<file path="config.mk">
export PLATFORM = sky130hd
export DESIGN_NAME = sync_debounce_bank_flat
export DESIGN_NICKNAME = d
export VERILOG_FILES = /design/src/rtl/sync_debounce_bank_pkg.sv /design/src/rtl/sync_debounce_bank_if.sv /design/src/rtl/sync_debounce_bank_ch.sv /design/src/rtl/sync_debounce_bank.sv /design/src/flat_wrapper.sv
export SDC_FILE = /design/constraint.sdc
export NUM_CORES = 1
export LEC_CHECK = 0
export ABC_AREA = 1
export CORE_ASPECT_RATIO = 0.6
export CORE_MARGIN = 3
export CORE_UTILIZATION = 40
export CTS_CLUSTER_SIZE = 25
export DETAILED_ROUTE_END_ITERATION = 7
export SLEW_MARGIN = 15
export SYNTH_ARGS = -nofsm -noshare
export SYNTH_HDL_FRONTEND = slang
export SYNTH_SLANG_ARGS = --single-unit
</file>
<file path="constraint.sdc">
create_clock -name clk -period 1.66 [get_ports clk]
set_clock_uncertainty 0.2 [all_clocks]
set_input_delay 0.332 -clock clk [delete_from_list [all_inputs] [get_ports clk]]
set_output_delay 0.332 -clock clk [all_outputs]
set_load 0.05 [all_outputs]
</file>
<file path="src/rtl/sync_debounce_bank_pkg.sv">
// Shared types and constants for the synchronizer/debounce bank.
//   edge_mode_e     : per-channel event select (off / rise / fall / both)
//   SYNC_STAGES_MIN : shallowest synchronizer chain that is metastability-safe
package sync_pkg;

  typedef enum logic [1:0] {
    EDGE_OFF  = 2'b00,
    EDGE_RISE = 2'b01,
    EDGE_FALL = 2'b10,
    EDGE_BOTH = 2'b11
  } edge_mode_e;

  localparam int unsigned SYNC_STAGES_MIN = 2;

  // True when the mode reports rising transitions.
  function automatic logic wants_rise(edge_mode_e m);
    return (m == EDGE_RISE) || (m == EDGE_BOTH);
  endfunction

  // True when the mode reports falling transitions.
  function automatic logic wants_fall(edge_mode_e m);
    return (m == EDGE_FALL) || (m == EDGE_BOTH);
  endfunction

endpackage

</file>
<file path="src/rtl/sync_debounce_bank_if.sv">
// Signal bundle between the debounce bank and its user.
//   i_async / i_debounce_len / i_edge_mode : inputs into the bank
//   o_sync, o_*_pulse, o_event_any         : registered results
// master = the side driving the inputs, slave = the bank itself.
interface sync_debounce_bank_if #(
  parameter int unsigned N_CH       = 4,
  parameter int unsigned DEBOUNCE_W = 8
);

  logic [N_CH-1:0]       i_async;
  logic [DEBOUNCE_W-1:0] i_debounce_len;
  logic [2*N_CH-1:0]     i_edge_mode;
  logic [N_CH-1:0]       o_sync;
  logic [N_CH-1:0]       o_rise_pulse;
  logic [N_CH-1:0]       o_fall_pulse;
  logic [N_CH-1:0]       o_event_pulse;
  logic                  o_event_any;

  modport master (
    output i_async, i_debounce_len, i_edge_mode,
    input  o_sync, o_rise_pulse, o_fall_pulse, o_event_pulse, o_event_any
  );

  modport slave (
    input  i_async, i_debounce_len, i_edge_mode,
    output o_sync, o_rise_pulse, o_fall_pulse, o_event_pulse, o_event_any
  );

endinterface

</file>
<file path="src/rtl/sync_debounce_bank_ch.sv">
// One channel: SYNC_STAGES-deep synchronizer followed by a stability counter.
//   clk, rst_n      : clock, async active-low reset
//   i_async         : raw asynchronous level
//   i_debounce_len  : required extra stable edges L (0 = accept immediately)
//   i_edge_mode     : which accepted transitions raise o_event_pulse
//   o_sync          : debounced level
//   o_rise/fall/event_pulse : one-cycle pulses for accepted transitions
//   o_event_c       : combinational next value of o_event_pulse (for bank OR)
module sync_debounce_ch
  import sync_pkg::*;
#(
  parameter int unsigned SYNC_STAGES = 3,
  parameter int unsigned DEBOUNCE_W  = 8
) (
  input  logic                  clk,
  input  logic                  rst_n,
  input  logic                  i_async,
  input  logic [DEBOUNCE_W-1:0] i_debounce_len,
  input  edge_mode_e            i_edge_mode,
  output logic                  o_sync,
  output logic                  o_rise_pulse,
  output logic                  o_fall_pulse,
  output logic                  o_event_pulse,
  output logic                  o_event_c
);

  logic [SYNC_STAGES-1:0] sync_q;
  logic [DEBOUNCE_W-1:0]  cnt_q;
  logic [DEBOUNCE_W-1:0]  cnt_d;
  logic                   level_d;
  logic                   rise_d;
  logic                   fall_d;
  logic                   event_d;
  logic                   s;

  assign s         = sync_q[SYNC_STAGES-1];
  assign o_event_c = event_d;

  // Synchronizer chain, counter and registered outputs.
  always_ff @(posedge clk or negedge rst_n) begin
    if (!rst_n) begin
      sync_q        <= '0;
      cnt_q         <= '0;
      o_sync        <= 1'b0;
      o_rise_pulse  <= 1'b0;
      o_fall_pulse  <= 1'b0;
      o_event_pulse <= 1'b0;
    end else begin
      sync_q        <= {sync_q[SYNC_STAGES-2:0], i_async};
      cnt_q         <= cnt_d;
      o_sync        <= level_d;
      o_rise_pulse  <= rise_d;
      o_fall_pulse  <= fall_d;
      o_event_pulse <= event_d;
    end
  end

  // Accept once the mismatch has already persisted for L edges; the
  // cnt_q >= L test also makes a shortened L take effect immediately
  // and keeps the counter from wrapping at all-ones.
  always_comb begin
    cnt_d   = cnt_q;
    level_d = o_sync;
    rise_d  = 1'b0;
    fall_d  = 1'b0;
    if (s == o_sync) begin
      cnt_d = '0;
    end else if (cnt_q < i_debounce_len) begin
      cnt_d = cnt_q + DEBOUNCE_W'(1);
    end else begin
      cnt_d   = '0;
      level_d = s;
      rise_d  = s;
      fall_d  = ~s;
    end
    event_d = (rise_d & wants_rise(i_edge_mode)) | (fall_d & wants_fall(i_edge_mode));
  end

endmodule

</file>
<file path="src/rtl/sync_debounce_bank.sv">
// Bank of N_CH independent synchronize-and-debounce channels.
//   clk, rst_n : clock, async active-low reset
//   bus        : inputs (i_async, i_debounce_len, i_edge_mode) and
//                registered outputs (o_sync, pulses, o_event_any)
module sync_debounce_bank
  import sync_pkg::*;
#(
  parameter int unsigned N_CH        = 4,
  parameter int unsigned SYNC_STAGES = 3,
  parameter int unsigned DEBOUNCE_W  = 8
) (
  input  logic                clk,
  input  logic                rst_n,
  sync_debounce_bank_if.slave bus
);

  // Reject unusable parameterisations at elaboration.
  if (SYNC_STAGES < SYNC_STAGES_MIN || N_CH < 1 || N_CH > 32) begin : g_bad_param
    $error("sync_debounce_bank: illegal N_CH or SYNC_STAGES");
  end

  logic [N_CH-1:0] sync_v;
  logic [N_CH-1:0] rise_v;
  logic [N_CH-1:0] fall_v;
  logic [N_CH-1:0] event_v;
  logic [N_CH-1:0] event_c;
  logic            event_any_q;

  for (genvar c = 0; c < N_CH; c++) begin : g_ch
    sync_debounce_ch #(
      .SYNC_STAGES(SYNC_STAGES),
      .DEBOUNCE_W (DEBOUNCE_W)
    ) u_ch (
      .clk           (clk),
      .rst_n         (rst_n),
      .i_async       (bus.i_async[c]),
      .i_debounce_len(bus.i_debounce_len),
      .i_edge_mode   (edge_mode_e'(bus.i_edge_mode[2*c +: 2])),
      .o_sync        (sync_v[c]),
      .o_rise_pulse  (rise_v[c]),
      .o_fall_pulse  (fall_v[c]),
      .o_event_pulse (event_v[c]),
      .o_event_c     (event_c[c])
    );
  end

  // Registered from the same next-state terms so it aligns with o_event_pulse.
  always_ff @(posedge clk or negedge rst_n) begin
    if (!rst_n) event_any_q <= 1'b0;
    else        event_any_q <= |event_c;
  end

  assign bus.o_sync        = sync_v;
  assign bus.o_rise_pulse  = rise_v;
  assign bus.o_fall_pulse  = fall_v;
  assign bus.o_event_pulse = event_v;
  assign bus.o_event_any   = event_any_q;

endmodule

</file>
<file path="src/flat_wrapper.sv">
// flat-port wrapper written by rule: the top's interface ports become plain ports
module sync_debounce_bank_flat import sync_pkg::*;
#(
  parameter int unsigned N_CH        = 4,
  parameter int unsigned SYNC_STAGES = 3,
  parameter int unsigned DEBOUNCE_W  = 8
)
  (clk, rst_n, bus_i_async, bus_i_debounce_len, bus_i_edge_mode, bus_o_sync, bus_o_rise_pulse, bus_o_fall_pulse, bus_o_event_pulse, bus_o_event_any);
  sync_debounce_bank_if #(.N_CH(N_CH), .DEBOUNCE_W(DEBOUNCE_W)) bus_i ();
  input  logic clk;
  input  logic rst_n;
  input wire logic [$bits(bus_i.i_async)-1:0] bus_i_async;
  input wire logic [$bits(bus_i.i_debounce_len)-1:0] bus_i_debounce_len;
  input wire logic [$bits(bus_i.i_edge_mode)-1:0] bus_i_edge_mode;
  output wire logic [$bits(bus_i.o_sync)-1:0] bus_o_sync;
  output wire logic [$bits(bus_i.o_rise_pulse)-1:0] bus_o_rise_pulse;
  output wire logic [$bits(bus_i.o_fall_pulse)-1:0] bus_o_fall_pulse;
  output wire logic [$bits(bus_i.o_event_pulse)-1:0] bus_o_event_pulse;
  output wire logic [$bits(bus_i.o_event_any)-1:0] bus_o_event_any;
  assign bus_i.i_async = bus_i_async;
  assign bus_i.i_debounce_len = bus_i_debounce_len;
  assign bus_i.i_edge_mode = bus_i_edge_mode;
  assign bus_o_sync = bus_i.o_sync;
  assign bus_o_rise_pulse = bus_i.o_rise_pulse;
  assign bus_o_fall_pulse = bus_i.o_fall_pulse;
  assign bus_o_event_pulse = bus_i.o_event_pulse;
  assign bus_o_event_any = bus_i.o_event_any;
  sync_debounce_bank #(.N_CH(N_CH), .SYNC_STAGES(SYNC_STAGES), .DEBOUNCE_W(DEBOUNCE_W)) u_core (.clk(clk), .rst_n(rst_n), .bus(bus_i));
endmodule
</file>
==> metrics.cfg <==
[power_and_ir_drop]
p_leak_nw = 2.34
ir_drop_uv = 618
power_density_nw_per_um2 = 994
power.total_mw = 4.76

[die]
core-area_um2 = 7600
rows = 24
die_width_um = 123
ios = 39
start_util_pct = 43.2
die_area_um2 = 9360
fp.dieH_um = 76.2

[sta]
setup_viol = 7
slew_violations = 0
period_needed_ns = 1.70
post-route-period-util_pct = 102
tightest_slew_ns = 0.337
setup_ws_ns = -0.0366
hold_viol = 0
grt_setup_unrepaired = yes
max_slew_margin_pct = 77.5
timing.fmax_ghz = 0.589

[clock_network]
clk_root_buffer_cell = clkbuf_16
insertion_delay_ns = 0.33
cts_buffers = 9
cts_num_sinks = 61
clk_pin_slew_worst_paths_ns = 0.05
tritoncts = done
cts_buffer_depth = 2
cts.htree.levels = 3

[worst_setup_path]
crit_path_max_fanout = 8
required_ns = 1.71
cp-end-kind = register
crit_arrival_ns = 1.74
cp-start-kind = register
worst-setup-path-type = register to register

[yosys]
yosysTopAreaCellShare_pct = 46.5
avgSynthCellArea_um2 = 9.91
synth_compound_area_share_pct = 5.34
synth.distinct_cells = 23
synth_cells = 331
ys_seq_area_share_pct = 46.5
synth_top_family_by_area = simple AND/OR/NAND/NOR gates
synthMuxAreaShare_pct = 0
synth_fp_nets = 385
synth_fa_ha_area_share_pct = 12.2
yosys-top-cells-area = dfrtp_1, ha_1, nand2_1
synth_xor_xnor_area_share_pct = 5.34
yosys_warnings = 0
synthSimpleGateAreaFrac_pct = 22.2
syn_area_um2 = 3280
synth.largest_area_cell = dfrtp_1
ys_seq_elements = 61

[finish]
drive_gt1_share_pct = 41.2
post-route-util_pct = 63.0
area_delta_synth_final_pct = 46.0
multi_input_area_um2 = 1850
fillerInstances = 591
nNetsFinal = 457
ff_latch_area_um2 = 1530
antennaDiodeCount = 0

[grt]
grt_pass1_wl_um = 12200
grt_max_degree = 62
antenna_found_initial = 0
grt_pass1_vias = 2526
grtUsageTotal_pct = 16.7
grt-ovfl-total = 0

[route]
num_vias = 2325
drc = 0
firstDrtPassIters = 4
drt_iter0_markers = 92
antenna_left = 0
wirelength_um = 6920
avgRoutedWirePerCell_um = 13.5
vias_per_cell = 4.54

[run]
maxCapViolations = 0

[placement]
post-dp-hpwl_um = 4870
post-place-ws_ns = -0.703
place_congestion = 0.817
portBuffers = 38

[outcome]
violations = setup timing
status = finished, violations left

[hold_path]
hold_class = register to register

## cell type report
cell class	count	area share (%)
Clock inverter	5	0.575
Multi-Input combinational cell	215	38.6
Tap cell	104	2.72
Sequential cell	61	31.9
Clock buffer	11	4.86
Timing Repair Buffer	77	17.8
Inverter	39	3.58
## cell usage in the layout, fill, tap and decap left out, types with 12 or more instances in the layout
cell type / instances
buf_12: 18
buf_4: 35
clkdlybuf4s50_1: 12
dfrtp_1: 60
ha_1: 15
ha_4: 16
inv_1: 27
nand2_1: 36
nand2_2: 16
nor2_1: 34
nor2_2: 12
xor2_1: 16
## flip-flops by register name, indices dropped and copies added, names as in the netlist
| name | flops |
|---|---|
| u_core.g_ch.u_ch.o_sync | 4 |
| u_core.g_ch.u_ch.o_rise_pulse | 4 |
| u_core.bus.o_event_any | 1 |
| u_core.g_ch.u_ch.sync_q | 12 |
| u_core.g_ch.u_ch.cnt_q | 32 |
| u_core.g_ch.u_ch.o_fall_pulse | 4 |
| u_core.g_ch.u_ch.o_event_pulse | 4 |
## worst paths after layout
path	from	slack [ns]	cells past startpoint	endpoint
setup / recovery	u_core.g_ch[2].u_ch.cnt_q[3]$_DFF_PN0_	-0.04	8	u_core.g_ch[2].u_ch.cnt_q[5]$_DFF_PN0_
hold / removal	u_core.g_ch[0].u_ch.sync_q[1]$_DFF_PN0_	0.14	0	u_core.g_ch[0].u_ch.sync_q[2]$_DFF_PN0_
setup reg to reg	u_core.g_ch[2].u_ch.cnt_q[3]$_DFF_PN0_	-0.04	8	u_core.g_ch[2].u_ch.cnt_q[5]$_DFF_PN0_
hold reg to reg	u_core.g_ch[0].u_ch.sync_q[1]$_DFF_PN0_	0.14	0	u_core.g_ch[0].u_ch.sync_q[2]$_DFF_PN0_
max in group asynchronous	rst_n	0.62	3	u_core.g_ch[2].u_ch.cnt_q[3]$_DFF_PN0_
min in group asynchronous	rst_n	0.34	3	u_core.g_ch[1].u_ch.cnt_q[1]$_DFF_PN0_
## logic make-up (layout without fill, tap and decap cells)
| logic type | after synthesis | in the layout |
|---|---|---|
| XOR/XNOR | 20 | 20 |
| AND/OR/NAND/NOR | 139 | 139 |
| flip-flops | 61 | 61 |
| adder cells (fa/ha/maj) | 32 | 32 |
| buffers and inverters | 55 | 132 |
| AO/OA/AOI/OAI | 24 | 24 |
## cell usage after synthesis, drive strengths merged
| cell type | count |
|---|---|
| buf | 16 |
| nor3b | 4 |
| nand3b | 8 |
| a21oi | 12 |
| xnor2 | 4 |
| xor2 | 16 |
| inv | 37 |
| clkinv | 2 |
| ha | 32 |
| o21a | 4 |
| dfrtp | 61 |
| nand2 | 57 |
| o21ai | 8 |
| nor2 | 46 |
| nor3 | 8 |
| nand3 | 16 |
## metrics by stage
| step | hold slack, ns | cells | setup TNS [ns] | instance area, um2 |
|---|---|---|---|---|
| 2_1_floorplan | -0.164 | 331 | 0 | 3280 |
| 3_3_place_gp | 0.134 | 490 | -25.04 | 4100 |
| 3_5_place_dp | 0.135 | 490 | -27.35 | 4100 |
| 4_1_cts | 0.142 | 510 | -0.0460 | 4640 |
| 5_1_grt | 0.147 | 512 | -2.30 | 4790 |
| 6_report | 0.140 | 512 | -0.107 | 4790 |
## critical path, cell delays in order (launching register included)
cell and delay, ns:
dfrtp_2 0.43, ha_4 0.26, a21oi_2 0.15, nand2_2 0.07, nand2_2 0.07, nand2_4 0.08
inv_4 0.07, o21ai_4 0.10, nor3b_2 0.17
## routing by layer
metal,share of wire (%),vias up,track usage [%]
met5,0,-,0
met4,1.0,0,4.58
met3,4.4,9,5.93
met2,48,29,26.2
met1,47,1095,21.9
li1,-,1192,-
## what timing repair did
item | in CTS | in global routing
setup endpoints to repair | 49 | 44
hold buffers | 1 | 0
gates resized for setup | 52 | 38
cloned | 0 | 0
pin swaps | 19 | 27
setup buffers | 3 | 2
endpoints found under the hold margin | 61 | 0
## report_power, final
| part | internal [mW] | leakage, nW | switching [mW] | total, mW |
|---|---|---|---|---|
| sequential | 1.65 | 0.800 | 0.187 | 1.83 |
| clock | 0.997 | 0.129 | 0.632 | 1.63 |
| combinational | 0.570 | 1.41 | 0.731 | 1.30 |
(Power assumes the default switching activity.)
